**config.mk**
```make
export PLATFORM = sky130hd
export DESIGN_NAME = barcode_id_rx
export DESIGN_NICKNAME = d
export VERILOG_FILES = /design/src/rtl/barcode_id_rx_pkg.sv /design/src/rtl/barcode_id_rx_sync_edge.sv /design/src/rtl/barcode_id_rx.sv
export SDC_FILE = /design/constraint.sdc
export NUM_CORES = 1
export LEC_CHECK = 0
export CAP_MARGIN = 20
export CORE_ASPECT_RATIO = 0.6
export CORE_MARGIN = 1.5
export CORE_UTILIZATION = 45
export CTS_BUF_LIST = sky130_fd_sc_hd__clkbuf_8 sky130_fd_sc_hd__clkbuf_16
export CTS_CLUSTER_DIAMETER = 60
export DETAILED_ROUTE_END_ITERATION = 16
export SYNTH_ARGS = -nofsm -noshare
export SYNTH_HDL_FRONTEND = slang
export SYNTH_SLANG_ARGS = --single-unit
```
**constraint.sdc**
```tcl
create_clock -name clk -period 4 [get_ports clk]
set_input_delay 1 -clock clk [delete_from_list [all_inputs] [get_ports clk]]
set_output_delay 1 -clock clk [all_outputs]
set_load 0.01 [all_outputs]
```
**src/rtl/barcode_id_rx_pkg.sv**
```systemverilog
// Shared types and constants for the barcode station-ID receiver.
// The frame-acceptance rule lives here so the top and any checker agree on it.
package bc_pkg;

  typedef enum logic [2:0] {
    IDLE      = 3'd0,
    START_LOW = 3'd1,
    WAIT_FALL = 3'd2,
    BIT_WAIT  = 3'd3,
    CHECK     = 3'd4
  } bc_state_t;

  localparam int         ID_BITS         = 8;
  localparam logic [1:0] ID_VALID_PREFIX = 2'b00;

  // A station ID is only accepted when its two MSBs carry the valid prefix.
  function automatic logic id_prefix_ok(input logic [ID_BITS-1:0] v);
    return (v[ID_BITS-1 -: 2] == ID_VALID_PREFIX);
  endfunction

endpackage

```
**src/rtl/barcode_id_rx_sync_edge.sv**
```systemverilog
// Two-flop synchronizer for the barcode line plus an edge-detect flop.
// All flops reset high so that an idle line does not produce a spurious edge.
module bc_sync_edge (
  input  logic clk,
  input  logic rst,
  input  logic bc,
  output logic cur,
  output logic fall,
  output logic rise
);

  logic meta_q;
  logic sync_q;
  logic prev_q;

  // Synchronizer chain and the delayed copy used for edge detection.
  always_ff @(posedge clk or posedge rst) begin
    if (rst) begin
      meta_q <= 1'b1;
      sync_q <= 1'b1;
      prev_q <= 1'b1;
    end else begin
      meta_q <= bc;
      sync_q <= meta_q;
      prev_q <= sync_q;
    end
  end

  assign cur  = sync_q;
  assign fall = prev_q & ~sync_q;
  assign rise = ~prev_q & sync_q;

endmodule

```
**src/rtl/barcode_id_rx.sv**
```systemverilog
// Barcode station-ID receiver: measures the start-bit period, samples eight
// self-clocked data bits and publishes accepted IDs on a sticky ID/ID_vld pair.
module barcode_id_rx
  import bc_pkg::*;
#(
  parameter int CNT_W = 22
) (
  input  logic                clk,
  input  logic                rst,
  input  logic                BC,
  input  logic                clr_ID_vld,
  output logic [ID_BITS-1:0]  ID,
  output logic                ID_vld,
  output logic                busy
);

  localparam logic [CNT_W-1:0] CNT_ZERO = {CNT_W{1'b0}};
  localparam logic [CNT_W-1:0] CNT_ONE  = {{(CNT_W-1){1'b0}}, 1'b1};
  localparam logic [CNT_W-1:0] CNT_MAX  = {CNT_W{1'b1}};
  localparam logic [3:0]       LAST_BIT = 4'd7;

  logic cur;
  logic fall;
  logic rise;

  bc_state_t            state_q,   state_d;
  logic [CNT_W-1:0]     cnt_q,     cnt_d;
  logic [CNT_W-1:0]     period_q,  period_d;
  logic [ID_BITS-1:0]   shft_q,    shft_d;
  logic [3:0]           bit_cnt_q, bit_cnt_d;
  logic [ID_BITS-1:0]   id_q,      id_d;
  logic                 id_vld_q,  id_vld_d;
  logic                 busy_q,    busy_d;

  bc_sync_edge u_sync (
    .clk  (clk),
    .rst  (rst),
    .bc   (BC),
    .cur  (cur),
    .fall (fall),
    .rise (rise)
  );

  // Next-state logic for the frame decoder and the ID handshake.
  always_comb begin
    state_d   = state_q;
    cnt_d     = cnt_q;
    period_d  = period_q;
    shft_d    = shft_q;
    bit_cnt_d = bit_cnt_q;
    id_d      = id_q;
    if (clr_ID_vld) begin
      id_vld_d = 1'b0;
    end else begin
      id_vld_d = id_vld_q;
    end

    case (state_q)
      IDLE: begin
        cnt_d = CNT_ZERO;
        if (fall) begin
          bit_cnt_d = 4'd0;
          state_d   = START_LOW;
        end else begin
          state_d   = IDLE;
        end
      end
      START_LOW: begin
        if (rise) begin
          period_d = cnt_q;
          cnt_d    = CNT_ZERO;
          state_d  = WAIT_FALL;
        end else if (cnt_q == CNT_MAX) begin
          cnt_d    = CNT_ZERO;
          state_d  = IDLE;
        end else begin
          cnt_d    = cnt_q + CNT_ONE;
        end
      end
      WAIT_FALL: begin
        if (fall) begin
          cnt_d   = CNT_ZERO;
          state_d = BIT_WAIT;
        end else if (cnt_q == CNT_MAX) begin
          cnt_d   = CNT_ZERO;
          state_d = IDLE;
        end else begin
          cnt_d   = cnt_q + CNT_ONE;
        end
      end
      BIT_WAIT: begin
        // cnt restarts on the edge cycle, so this lands period+1 clocks after it.
        if (cnt_q == period_q) begin
          shft_d    = {shft_q[ID_BITS-2:0], cur};
          bit_cnt_d = bit_cnt_q + 4'd1;
          cnt_d     = CNT_ZERO;
          if (bit_cnt_q == LAST_BIT) begin
            state_d = CHECK;
          end else begin
            state_d = WAIT_FALL;
          end
        end else begin
          cnt_d = cnt_q + CNT_ONE;
        end
      end
      CHECK: begin
        state_d = IDLE;
        // A set here wins over a simultaneous clear.
        if (id_prefix_ok(shft_q)) begin
          id_d     = shft_q;
          id_vld_d = 1'b1;
        end else begin
          id_d     = id_q;
        end
      end
      default: begin
        state_d = IDLE;
        cnt_d   = CNT_ZERO;
      end
    endcase

    busy_d = (state_d != IDLE);
  end

  // Decoder and handshake state registers.
  always_ff @(posedge clk or posedge rst) begin
    if (rst) begin
      state_q   <= IDLE;
      cnt_q     <= CNT_ZERO;
      period_q  <= CNT_ZERO;
      shft_q    <= {ID_BITS{1'b0}};
      bit_cnt_q <= 4'd0;
      id_q      <= {ID_BITS{1'b0}};
      id_vld_q  <= 1'b0;
      busy_q    <= 1'b0;
    end else begin
      state_q   <= state_d;
      cnt_q     <= cnt_d;
      period_q  <= period_d;
      shft_q    <= shft_d;
      bit_cnt_q <= bit_cnt_d;
      id_q      <= id_d;
      id_vld_q  <= id_vld_d;
      busy_q    <= busy_d;
    end
  end

  assign ID     = id_q;
  assign ID_vld = id_vld_q;
  assign busy   = busy_q;

endmodule
```
==> results by stage <==
Yosys:
- The cell area after synthesis is 0.00358 sq mm.
- The average footprint of a synthesized cell is 10.3 sq um.
- Of all flip-flops after synthesis, the portion carrying an async set or reset was 100%.
- During synthesis, Yosys emitted a total of 0 warnings.
- The synthesized design spends more area on one cell type than any other, namely sky130_fd_sc_hd__dfrtp_1.
- Yosys attributes the largest share of cell area to sky130_fd_sc_hd__dfrtp_1 (48%), sky130_fd_sc_hd__mux2_2 (12%), sky130_fd_sc_hd__nand2_1 (6.3%).
- After synthesis, the largest area contributor takes up 48.2% of total cell area.
- The number of nets produced by synthesis is 353.
- The synthesized instance count is 347.
- The synthesized flop and latch total is 72.
- The leading register cell type out of synthesis is sky130_fd_sc_hd__dfrtp_1.
- After synthesis, the netlist uses 39 different library cells.
- Yosys mapped a number of flops with a built-in enable equal to 0.
- The share of the yosys chip area belonging to registers is 50.4%.

Global route:
- The first global-routing pass estimated 12,700 um of wire.
- The number of antenna violations at the first check in global routing is 0.
- The aggregate global-route resource usage is 19.8%.
- The busiest layer in global routing is met1.
- Global routing used 6.05% of the available met3 tracks.
- Global routing used 30.4% of the available met1 tracks.
- The number of global-route vias before repair is 2,439.
- The fraction of met2 tracks used by global routing is 26.6%.
- The total grt overflow is 0.
- Entering global routing, the biggest net connects 31 pins.

Die:
- In this run the vertical extent of the chip is 72.1 um.
- The initial cell density of the core is 47.9%.
- After floorplanning, the core was divided into 24 placement rows.
- The horizontal die dimension is 118 um.
- The area inside the core boundary is 0.00748 sq mm.
- The area of the die is 0.00852 sq mm.
- The top-level I/O count is 14.

Setup path:
- The endpoint identified for the worst register-to-register timing path is cnt_q[11].
- The worst register-to-register path has a depth of 8.
- The reg-to-reg setup timing slack is 1.31 ns.
- Traced cell by cell, the critical path runs through ha_1 -> nand3_4 -> or4_4 -> nor4_4 -> a211oi_2 -> buf_6 -> nor2_4 -> o211ai_1.
- The worst flop-to-flop path startpoint is cnt_q[0].
- On the worst path, the slowest cell contributes a delay of 0.59 ns.
- The largest driver fanout on the critical path is 12.
- The category of the worst setup path launch point is a flip-flop.
- For the worst setup path, the data required time is 4.21 ns.
- The kind of critical path is reg -> reg.
- Together, buffers and inverters on the worst path number 1.
- STA classifies the critical path endpoint as a flip-flop.
- At the worst endpoint, the arrival time is 2.90 ns.
- The kind of cell with the highest combined delay along the critical path is simple AND/OR/NAND/NOR gates.
- The master of the slowest instance on the critical path is sky130_fd_sc_hd__or4_4.

Route:
- The total detailed-routing wirelength is 7460 um.
- The number of DRC violations after detailed routing is 0.
- The routed via count divided by cell count is 5.26.
- Once detail routing completed, the nets flagged for antenna violations numbered 0.
- The average detailed-routed wire length per instance is 16.0 um.
- The vias after detailed routing is 2,452.
- For this run, the detailed router's first-pass iteration total came to 4.
- The detailed router's first-iteration violation count is 201.

Final layout:
- The total inserted antenna cells is 0.
- The number of non-filler instances in the completed layout is 466.
- The most common cell after layout, fill and taps aside is sky130_fd_sc_hd__dfrtp_1.
- The fraction of layout instances using a drive strength above 1 is 20.4%.
- The net count of the finished layout is 363.
- The area growth from synthesis to final layout is 14.6%.
- Leaving out fill and tap cells, the most frequent cells in the layout are sky130_fd_sc_hd__dfrtp_1 (69), sky130_fd_sc_hd__nand2_1 (60), sky130_fd_sc_hd__mux2_2 (37), sky130_fd_sc_hd__nor2_1 (25), sky130_fd_sc_hd__xor2_1 (24).
- After filler insertion, the fill cell instance count of the layout stands at 650.

Clocking:
- The clock transition time at the flip-flop clock pins of the worst setup and hold paths is 0.06 ns.
- The number of cells upsized or downsized after cts is 0.
- The clock drives 72 sinks.
- The clock passes through at most 2 buffers.
- After clock tree synthesis, the setup repair step added 0 buffers.
- Clock tree synthesis inserted a total of 9 buffers.
- The clock tree root driver cell is sky130_fd_sc_hd__clkbuf_16.
- Clock latency on the worst-skew pair, taken at its later pin, is 0.34 ns.
- The count of hold buffers inserted by post-cts repair is 0.
- The clock tree synthesis step divided the H-tree into 3 levels.
- The clock tree from TritonCTS is built.

Hold path:
- The worst min-delay path class is reg -> reg.
- For hold timing, the worst endpoint is u_sync.cur.
- Counting instances, the worst hold path has a depth of 0.
- The startpoint identified for the worst hold timing path is u_sync.meta_q.

Timing:
- Derived from the worst setup path, the maximum achievable clock frequency is 372 MHz.
- In the post-route analysis, the smallest setup slack over all paths is 1.31 ns.
- For the pin with the worst max-slew slack, the measured transition is 0.798 ns.
- The final-report max-slew violation count was 0.
- The total of endpoints with negative setup slack in the final report is 0.
- Of the available clock period, the critical path in the final layout requires 67.3%.
- The worst setup skew after layout is 0.00778 ns.
- The worst path in the final design needs a cycle of 2.69 ns, including I/O delays and setup.
- The final number of hold-violating endpoints came to 0.
- The final hold slack is 0.364 ns.
- Setup repair after global routing left no endpoint under its margin.
- The max-slew headroom at the worst pin is 46.3%.
- For the final routed database, the setup TNS stands at 0 ns.

Job:
- The tool flagged a number of max-cap violations equal to 0.

Placed design:
- The congestion estimate from routability-driven global placement came to 0.792.
- The number of placed instances, taps included, is 450.
- Detailed placement finished with a half-perimeter wire length of 5310 um.
- OpenSTA, run right after detailed placement, puts the worst setup slack at 1.32 ns.
- The number of port buffers is 13.

Power:
- The maximum vdd drop is 0.263 mV.
- Power spread over the standard cell area amounts to 509 mW/mm^2.
- The analysis attributes to net switching a power of 0.000637 W.
- Registers are responsible for 42.0% of the overall power.
- The combinational power share is 20.1%.
- The switching fraction of total power is 30.5%.
- The clock share of power is 38.0%.
- The reported leakage power is 2.03 nW.
- The internal portion of total power is 0.00145 W.

Status:
- The flow ran to the end, and the final reports show no timing, DRC or antenna violations.
cells in the mapped netlist (all sizes together), types with 3 or more instances:
cell and instances:
and2 14, and3 3, buf 10, clkbuf 10, dfrtp 69, dfstp 3
inv 4, mux2 37, nand2 60, nand2b 4, nand3 6, nand4 8
nor2 26, nor2b 5, nor3 5, nor4 11, o211ai 3, o21ai 13
o22ai 13, or2 3, xnor2 5, xor2 24
layout make-up:
type	count	area, sq um	share of cell area (%)
clock inverters	7	72.6	1.77
inverters	4	15.0	0.366
well taps	104	130	3.17
flip-flops and latches	72	1810	44.0
clock buffers	9	225	5.49
repair buffers	19	179	4.36
multi-input cells	251	1680	40.9
cells by family (layout without fill, tap and decap cells):
logic type | after synthesis | in the layout | synth area share, %
xor gates and xnor gates | 29 | 29 | 7.09
adders and majority gates | 2 | 2 | 0.698
muxes | 38 | 38 | 11.9
DFF | 72 | 72 | 50.4
and+or+nand+nor | 149 | 149 | 21.3
AOI/OAI and AO/OA | 33 | 33 | 5.52
buffers and inverters | 24 | 39 | 3.04
worst max path at each step:
| stage | startpoint | to | slack [ns] | cells past startpoint |
|---|---|---|---|---|
| floorplan | rst | ID[0] | 1.18 | 1 |
| global placement | cnt_q[0] | cnt_q[20] | 1.40 | 7 |
| detailed placement | cnt_q[0] | cnt_q[20] | 1.32 | 8 |
| CTS | cnt_q[0] | cnt_q[20] | 1.30 | 8 |
| global route | cnt_q[0] | cnt_q[20] | 1.13 | 8 |
| finish | cnt_q[0] | cnt_q[11] | 1.31 | 8 |
power by group through the flow:
stage | sequential, W | clock (W) | combinational, W
4_1_cts | 0.000877 | 0.000811 | 0.000425
5_1_grt | 0.000890 | 0.000836 | 0.000464
3_3_place_gp | 0.000885 | 0 | 0.000394
6_report | 0.000877 | 0.000794 | 0.000420
2_1_floorplan | 0.000866 | 0 | 0.000315
3_5_place_dp | 0.000888 | 0 | 0.000418
worst reg2reg max path, stage by stage, from the launching register on:
cell and delay (ns):
sky130_fd_sc_hd__dfrtp_1 0.45, sky130_fd_sc_hd__ha_1 0.28, sky130_fd_sc_hd__nand3_4 0.12, sky130_fd_sc_hd__or4_4 0.59, sky130_fd_sc_hd__nor4_4 0.41, sky130_fd_sc_hd__a211oi_2 0.16, sky130_fd_sc_hd__buf_6 0.19, sky130_fd_sc_hd__nor2_4 0.24
sky130_fd_sc_hd__o211ai_1 0.14
layer usage:
metal / share of wire, % / vias up
li1: - / 1207
met5: 0 / -
met2: 39 / 54
met1: 54 / 1181
met4: 0.79 / 0
met3: 6.5 / 10
state kept, by name, summed over array words and instances, names as in the netlist:
register	count
state_q	3
u_sync.prev_q	1
busy	1
ID	8
ID_vld	1
bit_cnt_q	4
u_sync.cur	1
period_q	22
u_sync.meta_q	1
cnt_q	22
shft_q	8
stage by stage:
step	utilization, %	power (W)	cell area, sq um
floorplan	-	0.00118	3580
global placement	50.8	0.00128	3800
detailed placement	50.9	0.00131	3810
CTS	54.9	0.00211	4110
global route	54.9	0.00219	4110
finish	54.9	0.00209	4110
No activity file was read; power rests on OpenSTA's default activity.
